**src/rtl/sim_io_pkg.sv**
```systemverilog
// Shared definitions for the node-voltage logging link.
//   HDR_BYTE       : frame sync byte that leads every frame
//   FRAME_LEN      : bytes per frame (header, 5 payload bytes, checksum)
//   LAST_BYTE_IDX  : index of the checksum byte within a frame
//   tx_state_e     : serialiser FSM encoding
//   frame_checksum : XOR of the five payload bytes (header excluded); the
//                    host-side decoder uses the same function
package sim_io_pkg;

  localparam logic [7:0] HDR_BYTE      = 8'hA5;
  localparam int         FRAME_LEN     = 7;
  localparam logic [2:0] LAST_BYTE_IDX = 3'(FRAME_LEN - 1);

  typedef enum logic [1:0] {
    ST_IDLE  = 2'd0,
    ST_START = 2'd1,
    ST_DATA  = 2'd2,
    ST_STOP  = 2'd3
  } tx_state_e;

  function automatic logic [7:0] frame_checksum(
    input logic [7:0] b1,
    input logic [7:0] b2,
    input logic [7:0] b3,
    input logic [7:0] b4,
    input logic [7:0] b5
  );
    return b1 ^ b2 ^ b3 ^ b4 ^ b5;
  endfunction

endpackage

```
**src/rtl/uart_tx_byte.sv**
```systemverilog
// One-byte 8N1 UART serialiser.
//   Clk   in  : system clock, rising edge
//   Rst   in  : synchronous active-high reset; aborts any byte, line returns high
//   start in  : load `data` and begin a byte; honoured in IDLE and in the last
//               cycle of a stop bit (so consecutive bytes have no gap)
//   data  in  : byte to send, sampled only when start is accepted
//   tx    out : serial line, registered, idle high
//   done  out : high during the final cycle of the stop bit
// Every bit (start, 8 data LSB first, stop) is held exactly BAUD_DIV cycles.
module uart_tx_byte #(
  parameter int BAUD_DIV = 104
) (
  input  logic       Clk,
  input  logic       Rst,
  input  logic       start,
  input  logic [7:0] data,
  output logic       tx,
  output logic       done
);
  import sim_io_pkg::*;

  localparam int                CNT_W     = $clog2(BAUD_DIV);
  localparam logic [CNT_W-1:0]  BAUD_LAST = CNT_W'(BAUD_DIV - 1);

  tx_state_e        state_q;
  logic [CNT_W-1:0] baud_cnt_q;
  logic [2:0]       bit_idx_q;
  logic [7:0]       shreg_q;
  logic             tx_q;
  logic             bit_end;

  assign bit_end = (baud_cnt_q == BAUD_LAST);
  assign done    = (state_q == ST_STOP) && bit_end;
  assign tx      = tx_q;

  // The shift register is pure data and carries no reset; the line level and
  // all sequencing state are reset.
  always_ff @(posedge Clk) begin
    if (Rst) begin
      state_q    <= ST_IDLE;
      baud_cnt_q <= '0;
      bit_idx_q  <= 3'd0;
      tx_q       <= 1'b1;
    end else begin
      case (state_q)
        ST_IDLE: begin
          tx_q       <= 1'b1;
          baud_cnt_q <= '0;
          bit_idx_q  <= 3'd0;
          if (start) begin
            state_q <= ST_START;
            shreg_q <= data;
            tx_q    <= 1'b0;
          end
        end
        ST_START: begin
          if (bit_end) begin
            baud_cnt_q <= '0;
            bit_idx_q  <= 3'd0;
            tx_q       <= shreg_q[0];
            state_q    <= ST_DATA;
          end else begin
            baud_cnt_q <= baud_cnt_q + 1'b1;
          end
        end
        ST_DATA: begin
          if (bit_end) begin
            baud_cnt_q <= '0;
            if (bit_idx_q == 3'd7) begin
              tx_q    <= 1'b1;
              state_q <= ST_STOP;
            end else begin
              // Shift right so the next data bit is always in position 1.
              bit_idx_q <= bit_idx_q + 3'd1;
              tx_q      <= shreg_q[1];
              shreg_q   <= {1'b0, shreg_q[7:1]};
            end
          end else begin
            baud_cnt_q <= baud_cnt_q + 1'b1;
          end
        end
        ST_STOP: begin
          if (bit_end) begin
            baud_cnt_q <= '0;
            bit_idx_q  <= 3'd0;
            if (start) begin
              // Chain straight into the next start bit without an idle cycle.
              state_q <= ST_START;
              shreg_q <= data;
              tx_q    <= 1'b0;
            end else begin
              state_q <= ST_IDLE;
              tx_q    <= 1'b1;
            end
          end else begin
            baud_cnt_q <= baud_cnt_q + 1'b1;
          end
        end
        default: begin
          state_q <= ST_IDLE;
          tx_q    <= 1'b1;
        end
      endcase
    end
  end

endmodule

```
**src/rtl/voltage_frame_uart_tx.sv**
```systemverilog
// Captures one node-voltage sample per sample_valid strobe and streams it to
// the host as a 7-byte 8N1 frame:
//   A5, v_int[15:8], v_int[7:0], v_dec[15:8], v_dec[7:0], {7'b0,a}, XOR checksum
// Ports:
//   Clk          in  : system clock, rising edge
//   Rst          in  : synchronous active-high reset; aborts a frame in flight
//   sample_valid in  : one-cycle strobe qualifying v_int/v_dec/a
//   v_int        in  : node-2 voltage, integer part
//   v_dec        in  : node-2 voltage, decimal part
//   a            in  : gate logic output
//   tx           out : UART line, idle high
//   busy         out : frame in progress; strobes seen while high are dropped
//   drop_cnt     out : dropped-sample count, saturates at 8'hFF
module voltage_frame_uart_tx #(
  parameter int         CLK_HZ   = 12_000_000,
  parameter int         BAUD     = 115200,
  parameter int         BAUD_DIV = CLK_HZ / BAUD,
  parameter logic [7:0] HDR_BYTE = sim_io_pkg::HDR_BYTE
) (
  input  logic        Clk,
  input  logic        Rst,
  input  logic        sample_valid,
  input  logic [15:0] v_int,
  input  logic [15:0] v_dec,
  input  logic        a,
  output logic        tx,
  output logic        busy,
  output logic [7:0]  drop_cnt
);
  import sim_io_pkg::*;

  logic [15:0] v_int_q;
  logic [15:0] v_dec_q;
  logic        a_q;

  logic        busy_q,     busy_d;
  logic [2:0]  byte_idx_q, byte_idx_d;
  logic [7:0]  drop_cnt_q, drop_cnt_d;

  logic        accept;
  logic        drop_hit;
  logic        last_byte;
  logic [2:0]  next_idx;
  logic        byte_start;
  logic        byte_done;
  logic [7:0]  byte_data;

  function automatic logic [7:0] frame_byte(
    input logic [2:0]  idx,
    input logic [15:0] vi,
    input logic [15:0] vd,
    input logic        av
  );
    logic [7:0] b5;
    b5 = {7'b0, av};
    case (idx)
      3'd0:    return HDR_BYTE;
      3'd1:    return vi[15:8];
      3'd2:    return vi[7:0];
      3'd3:    return vd[15:8];
      3'd4:    return vd[7:0];
      3'd5:    return b5;
      3'd6:    return frame_checksum(vi[15:8], vi[7:0], vd[15:8], vd[7:0], b5);
      default: return 8'h00;
    endcase
  endfunction

  always_comb begin
    accept     = sample_valid & ~busy_q;
    drop_hit   = sample_valid & busy_q;
    last_byte  = (byte_idx_q == LAST_BYTE_IDX);
    next_idx   = byte_idx_q + 3'd1;
    // A new frame starts with the header; otherwise the next byte is queued
    // into the serialiser on the last stop-bit cycle of the current one.
    byte_start = accept | (busy_q & byte_done & ~last_byte);
    byte_data  = accept ? HDR_BYTE : frame_byte(next_idx, v_int_q, v_dec_q, a_q);

    busy_d     = busy_q;
    byte_idx_d = byte_idx_q;
    drop_cnt_d = drop_cnt_q;

    if (accept) begin
      busy_d     = 1'b1;
      byte_idx_d = 3'd0;
    end else if (busy_q && byte_done) begin
      if (last_byte) begin
        busy_d     = 1'b0;
        byte_idx_d = 3'd0;
      end else begin
        byte_idx_d = next_idx;
      end
    end

    if (drop_hit && (drop_cnt_q != 8'hFF)) begin
      drop_cnt_d = drop_cnt_q + 8'd1;
    end
  end

  always_ff @(posedge Clk) begin
    if (Rst) begin
      busy_q     <= 1'b0;
      byte_idx_q <= 3'd0;
      drop_cnt_q <= 8'd0;
    end else begin
      busy_q     <= busy_d;
      byte_idx_q <= byte_idx_d;
      drop_cnt_q <= drop_cnt_d;
    end
  end

  // Sample capture: written only on accept, so the payload is frozen for the
  // whole frame.
  always_ff @(posedge Clk) begin
    if (accept) begin
      v_int_q <= v_int;
      v_dec_q <= v_dec;
      a_q     <= a;
    end
  end

  uart_tx_byte #(
    .BAUD_DIV (BAUD_DIV)
  ) u_byte (
    .Clk   (Clk),
    .Rst   (Rst),
    .start (byte_start),
    .data  (byte_data),
    .tx    (tx),
    .done  (byte_done)
  );

  assign busy     = busy_q;
  assign drop_cnt = drop_cnt_q;

endmodule

```
**config.mk**
```make
export PLATFORM = sky130hd
export DESIGN_NAME = voltage_frame_uart_tx
export DESIGN_NICKNAME = d
export VERILOG_FILES = /design/src/rtl/sim_io_pkg.sv /design/src/rtl/uart_tx_byte.sv /design/src/rtl/voltage_frame_uart_tx.sv
export SDC_FILE = /design/constraint.sdc
export NUM_CORES = 1
export LEC_CHECK = 0
export ABC_AREA = 1
export CORE_UTILIZATION = 35
export DETAILED_ROUTE_END_ITERATION = 8
export PLACE_DENSITY = 0.63
export SETUP_SLACK_MARGIN = 0.15
export SLEW_MARGIN = 20
export SYNTH_ARGS = -nofsm -noshare
export SYNTH_HDL_FRONTEND = slang
export SYNTH_HIERARCHICAL = 1
export SYNTH_SLANG_ARGS = --single-unit
```
**constraint.sdc**
```tcl
create_clock -name Clk -period 5.4 [get_ports Clk]
set_input_delay 0.81 -clock Clk [delete_from_list [all_inputs] [get_ports Clk]]
set_output_delay 0.81 -clock Clk [all_outputs]
set_load 0.02 [all_outputs]
```
== Yosys cells after proc, flatten, opt, wreduce, memory -nomap -nowiden ==
Index checks and enable logic that the tools add are counted.

* Add/sub/neg operators: 4
* Multipliers: 0
* Div/mod/pow operators: 0
* $lt $le $gt $ge: 0
* Equality and inequality tests: 20
* Shifts and indexed selects: 0
* Mux-type cells: 30
* Bitwise operators: 12
* Reductions and logical operators: 16

{| class="wikitable"
|+ Operators by type and width
! operator !! count
|-
| $pmux 8 s7 || 1
|-
| $mux 8 || 5
|-
| $pmux 8 s3 || 1
|-
| $xor 8x8->8 || 3
|-
| $eq 3x3->1 const B || 5
|-
| $pmux 7 s2 || 1
|-
| $mux 3 || 4
|-
| $mux 2 || 5
|-
| $ne 2x1->1 const B || 5
|-
| $reduce_and 5->1 || 2
|-
| $mux 1 || 9
|-
| $pmux 3 s3 || 1
|-
| $add 8x1->8 const B || 1
|-
| $ne 8x8->1 const B || 1
|-
| $pmux 2 s4 || 1
|-
| $xor 8x1->8 || 1
|-
| $add 7x1->7 const B || 1
|-
| $eq 7x7->1 const B || 1
|-
| $mux 7 || 1
|-
| $add 3x1->3 const B || 2
|-
| $eq 3x2->1 const B || 2
|-
| $reduce_and 3->1 || 2
|-
| $and 1x1->1 || 4
|-
| $eq 2x2->1 const B || 2
|-
| other kinds (14) || 21
|}

* Register bits: 66
* Bits in latches: 0
* Memory bits (writable): 0
* ROM bits: 0
* Output and inout bits: 10
* Word-level logic and storage cells: 93
* Memories kept: 0

== Longest topological paths before layout ==
* Depth in word-level cells: 9
* Mapped depth: 15

== By module ==
Netlist, hierarchy kept.

{| class="wikitable"
|+ By module, submodules not included
! module !! times used !! cells each !! area each (µm²)
|-
| voltage_frame_uart_tx || 1 || 253 || 2,326.0
|-
| uart_tx_byte || 1 || 142 || 1,137.3
|}

== Least setup slack after synthesis ==
OpenSTA, ideal clock, no wires.

* Path type: input to register
* Start: input sample_valid
* End: register u_byte.shreg_q[0] (enable)
* Library setup time: 0.380 ns
* Data arrival time: 3.786 ns
* Slack: 1.234 ns
* Cell stages on the path: 7
* Buffers on the path: 1
* Cells stage by stage: inv_1 -> nor2_1 -> inv_1 -> nand2_1 -> clkbuf_1 -> nor2_1 -> nor3_1

{| class="wikitable"
|+ RTL lines
! item !! line !! text
|-
| start: declaration || voltage_frame_uart_tx.sv:22 || <nowiki>input logic sample_valid,</nowiki>
|-
| end signal: assignment || uart_tx_byte.sv:52 || <nowiki>shreg_q <= data;</nowiki>
|-
| end signal: assignment || uart_tx_byte.sv:76 || <nowiki>shreg_q <= {1'b0, shreg_q[7:1]};</nowiki>
|-
| end signal: assignment || uart_tx_byte.sv:89 || <nowiki>shreg_q <= data;</nowiki>
|-
| end: declaration || uart_tx_byte.sv:28 || <nowiki>logic [7:0] shreg_q;</nowiki>
|}

==> flow_metrics.env <==
export IMPL_crit_type="input port to register"
export IMPL_synth_distinct_cells=40
export IMPL_maxUsedRoutingLayer="met4"
export IMPL_gp_congestion=0.780
export IMPL_drt_iter0_markers=119
export IMPL_grt_use_total_pct=13.9
export IMPL_p_int_mw=0.996
export IMPL_synth_area_leaders="edfxtp_1 (36%), dfxtp_1 (14%), nand2_1 (13%), nor2_1 (4.2%), ha_1 (3.6%)"
export IMPL_wirelength_um=6430
export IMPL_cts_root_buf="clkbuf_8"
export IMPL_cts_buffer_depth=2
export IMPL_cts_tree="yes"
export IMPL_ir_drop_mv=0.217
export IMPL_core_rowCount=35
export IMPL_ys_warn_count=6
export IMPL_fin_crit_ns=3.33
export IMPL_reg2reg_slack_ns=2.52
export IMPL_yosys_top_cells_count="nand2_1 (120), edfxtp_1 (41), nor2_1 (39), inv_1 (31), dfxtp_1 (25)"
export IMPL_rr_worst_depth=11
export IMPL_setup_tns_final_ns=0
export IMPL_cts_resized=0
export IMPL_wl_met2_um=3120
export IMPL_powerDensity_nw_per_um2=335
export IMPL_wl_met1_um=2940
export IMPL_drtPass1Iterations=4
export IMPL_clk_latency_ns=0.33
export IMPL_cts_buffers=9
export IMPL_syn_inst=395
export IMPL_cts_setup_buffers=0
export IMPL_timing_fmax_ghz=0.301
export IMPL_syn2layout_area_growth_pct=23.6
export IMPL_critPathCaptureType="register"
export IMPL_r2r_end="u_byte/shreg_q[1]$_DFFE_PP_"
export IMPL_max_cap_viol_count=0
export IMPL_grt_pass1_wl_um=11300
export IMPL_antenna_found_initial=0
export IMPL_ctsHoldBuffers=0
export IMPL_drive_gt1_share_pct=10.6
export IMPL_grt_max_degree=36
export IMPL_reg2reg_from="u_byte/baud_cnt_q[0]$_SDFF_PP0_"
export IMPL_path_max_fanout=35
export IMPL_hpwl_um=4790
export IMPL_ys_async_sr_fraction_pct=0
export IMPL_cts_sinks=66
export IMPL_die_x_um=101
export IMPL_ys_ff_latch=66
export IMPL_port_buffers=45
export IMPL_critical_path_startpoint="sample_valid"
export IMPL_synth_top_family_by_area="simple AND/OR/NAND/NOR gates"
export IMPL_synthXorXnorAreaFrac_pct=6.32
export IMPL_combPwrFrac_pct=23.6
export IMPL_syn_area_per_cell_um2=8.77
export IMPL_p_leak_nw=1.78
export IMPL_pwr_share_seq_pct=44.0
export IMPL_critPathRequiredTime_ns=5.36
export IMPL_switchingPower_mw=0.437
export IMPL_synth_compound_area_share_pct=6.65
export IMPL_cts_max_level=3
export IMPL_hold_start="u_byte/baud_cnt_q[0]$_SDFF_PP0_"
export IMPL_core_um2=9420
export IMPL_synth_simple_area_share_pct=27.9
export IMPL_antenna_diode_count=0
export IMPL_globalRouteOverflowTotal=0
export IMPL_n_fill_cell=921
export IMPL_synth_area_um2=3460
export IMPL_wl_per_cell_um=11.0
export IMPL_drc_errors=0
export IMPL_synth_edff_count=41
export IMPL_routed_wl_met3_um=303
export IMPL_critPathLaunchType="input port"
export IMPL_die_area_um2=10300
export IMPL_outcome="complete, no violations"
export IMPL_synth_largest_area_cell="edfxtp_1"
export IMPL_yosysTopAreaCellShare_pct=35.5
export IMPL_hold_violations=0
export IMPL_pwr_share_clk_pct=32.4
export IMPL_hold_depth=1
export IMPL_path_clk_slew_ns=0.08
export IMPL_synthesis_nets=441
export IMPL_synth_flop_cell="edfxtp_1"
export IMPL_holdWs_ns=0.453
export IMPL_hp_class="register to register"
export IMPL_finalSetupViolations=0
export IMPL_slew_viol_final=0
export IMPL_die_h_um=101
export IMPL_slew_headroom_pct=37.5
export IMPL_nets=494
export IMPL_seq_area_frac_synth_pct=50.0
export IMPL_rsz0062_at_grt="no"
export IMPL_start_util_pct=36.8
export IMPL_ant_nets=0
export IMPL_vias=2645
export IMPL_via_per_inst=4.54
export IMPL_skew_ns=0.0105
export IMPL_first_global_vias=2541
export IMPL_yosysMostFrequentCell="nand2_1"
export IMPL_synthMuxAreaShare_pct=0
export IMPL_num_io_pins=46
export IMPL_synthAdderAreaFrac_pct=3.61
export IMPL_worst_pin_slew_ns=0.930
export IMPL_hold_path_endpoint="u_byte/baud_cnt_q[0]$_SDFF_PP0_"
export IMPL_timing_critical_path_arrival_ns=3.29
export IMPL_p_sw_share_pct=30.5
export IMPL_period_share_pct=61.6
## layout by cell type (no fill, tap or decap), types with 5 or more instances in the layout
master,netlist,final
nand3_1,23,23
xor2_1,14,14
inv_1,31,31
edfxtp_1,41,41
xnor2_1,11,11
nand2_1,120,120
clkdlybuf4s50_1,0,45
inv_2,7,7
o21ai_0,12,12
nor2_1,39,38
nand2_2,5,5
a21oi_1,14,14
dfxtp_1,25,25
clkbuf_8,1,9
ha_1,10,10
## per-stage QoR
| step | std cells | total power, mW | utilization (%) | area, um^2 | worst slack [ns] |
|---|---|---|---|---|---|
| final | 582 | 1.43 | 45.5 | 4280 | 2.07 |
| after global routing | 582 | 1.53 | 45.5 | 4280 | 1.80 |
| after CTS | 582 | 1.45 | 45.5 | 4280 | 2.04 |
| after detailed placement | 566 | 0.984 | 43.1 | 4060 | 1.68 |
| after global placement | 566 | 0.967 | 43.1 | 4060 | 1.83 |
| after floorplan | 395 | 0.888 | - | 3460 | 1.23 |
## worst max-delay path by stage
stage,depth (start not counted),to,slack (ns)
6_report,8,u_byte/shreg_q[1]$_DFFE_PP_,2.07
2_1_floorplan,7,u_byte/shreg_q[0]$_DFFE_PP_,1.23
3_3_place_gp,8,u_byte/shreg_q[4]$_DFFE_PP_,1.83
3_5_place_dp,8,u_byte/shreg_q[4]$_DFFE_PP_,1.68
4_1_cts,8,u_byte/shreg_q[2]$_DFFE_PP_,2.04
5_1_grt,8,u_byte/shreg_q[1]$_DFFE_PP_,1.80
## cells by family (layout without fill, tap and decap cells)
group / after synthesis / after routing
AND/OR/NAND/NOR: 210 / 210
XOR/XNOR: 25 / 25
flip-flops: 66 / 66
AO/OA/AOI/OAI: 39 / 39
buffers and inverters: 45 / 103
adder cells (fa/ha/maj): 10 / 10
## layout make-up
type | instances | area [um^2] | area share, %
clock buffer | 9 | 124 | 2.89
inverter | 41 | 165 | 3.86
tap | 129 | 161 | 3.77
clock inverter | 7 | 98.8 | 2.31
timing repair buffer | 46 | 458 | 10.7
multi-input combinational | 284 | 1540 | 36.0
sequential | 66 | 1730 | 40.4
## state kept, by name, summed over array words and instances (netlist names)
name	flops
a_q	1
busy	1
byte_idx_q	3
drop_cnt	8
u_byte/baud_cnt_q	7
u_byte/bit_idx_q	3
u_byte/shreg_q	8
u_byte/state_q	2
u_byte/tx	1
v_dec_q	16
v_int_q	16
## worst max-delay path, cell delays in order
cell and delay (ns):
clkdlybuf4s50_1 0.50, inv_1 0.07, nor2_2 0.09, buf_4 0.38, inv_1 0.18, nand2_1 0.33
nor2_1 0.10, nor3_1 0.78
## power by group through the flow
stage               Sequential (mW)  Clock, mW  Combinational [mW]
finish                        0.631      0.464               0.339
global route                  0.638      0.497               0.393
CTS                           0.631      0.477               0.343
detailed placement            0.642          0               0.342
global placement              0.640          0               0.327
floorplan                     0.640          0               0.248
## layer usage
| layer | up-vias | track usage (%) |
|---|---|---|
| met5 | - | 0 |
| met4 | 0 | 5.13 |
| met3 | 10 | 4.00 |
| met2 | 55 | 24.3 |
| met1 | 1181 | 16.2 |
| li1 | 1399 | - |
Power figures use the tool's default switching activity.
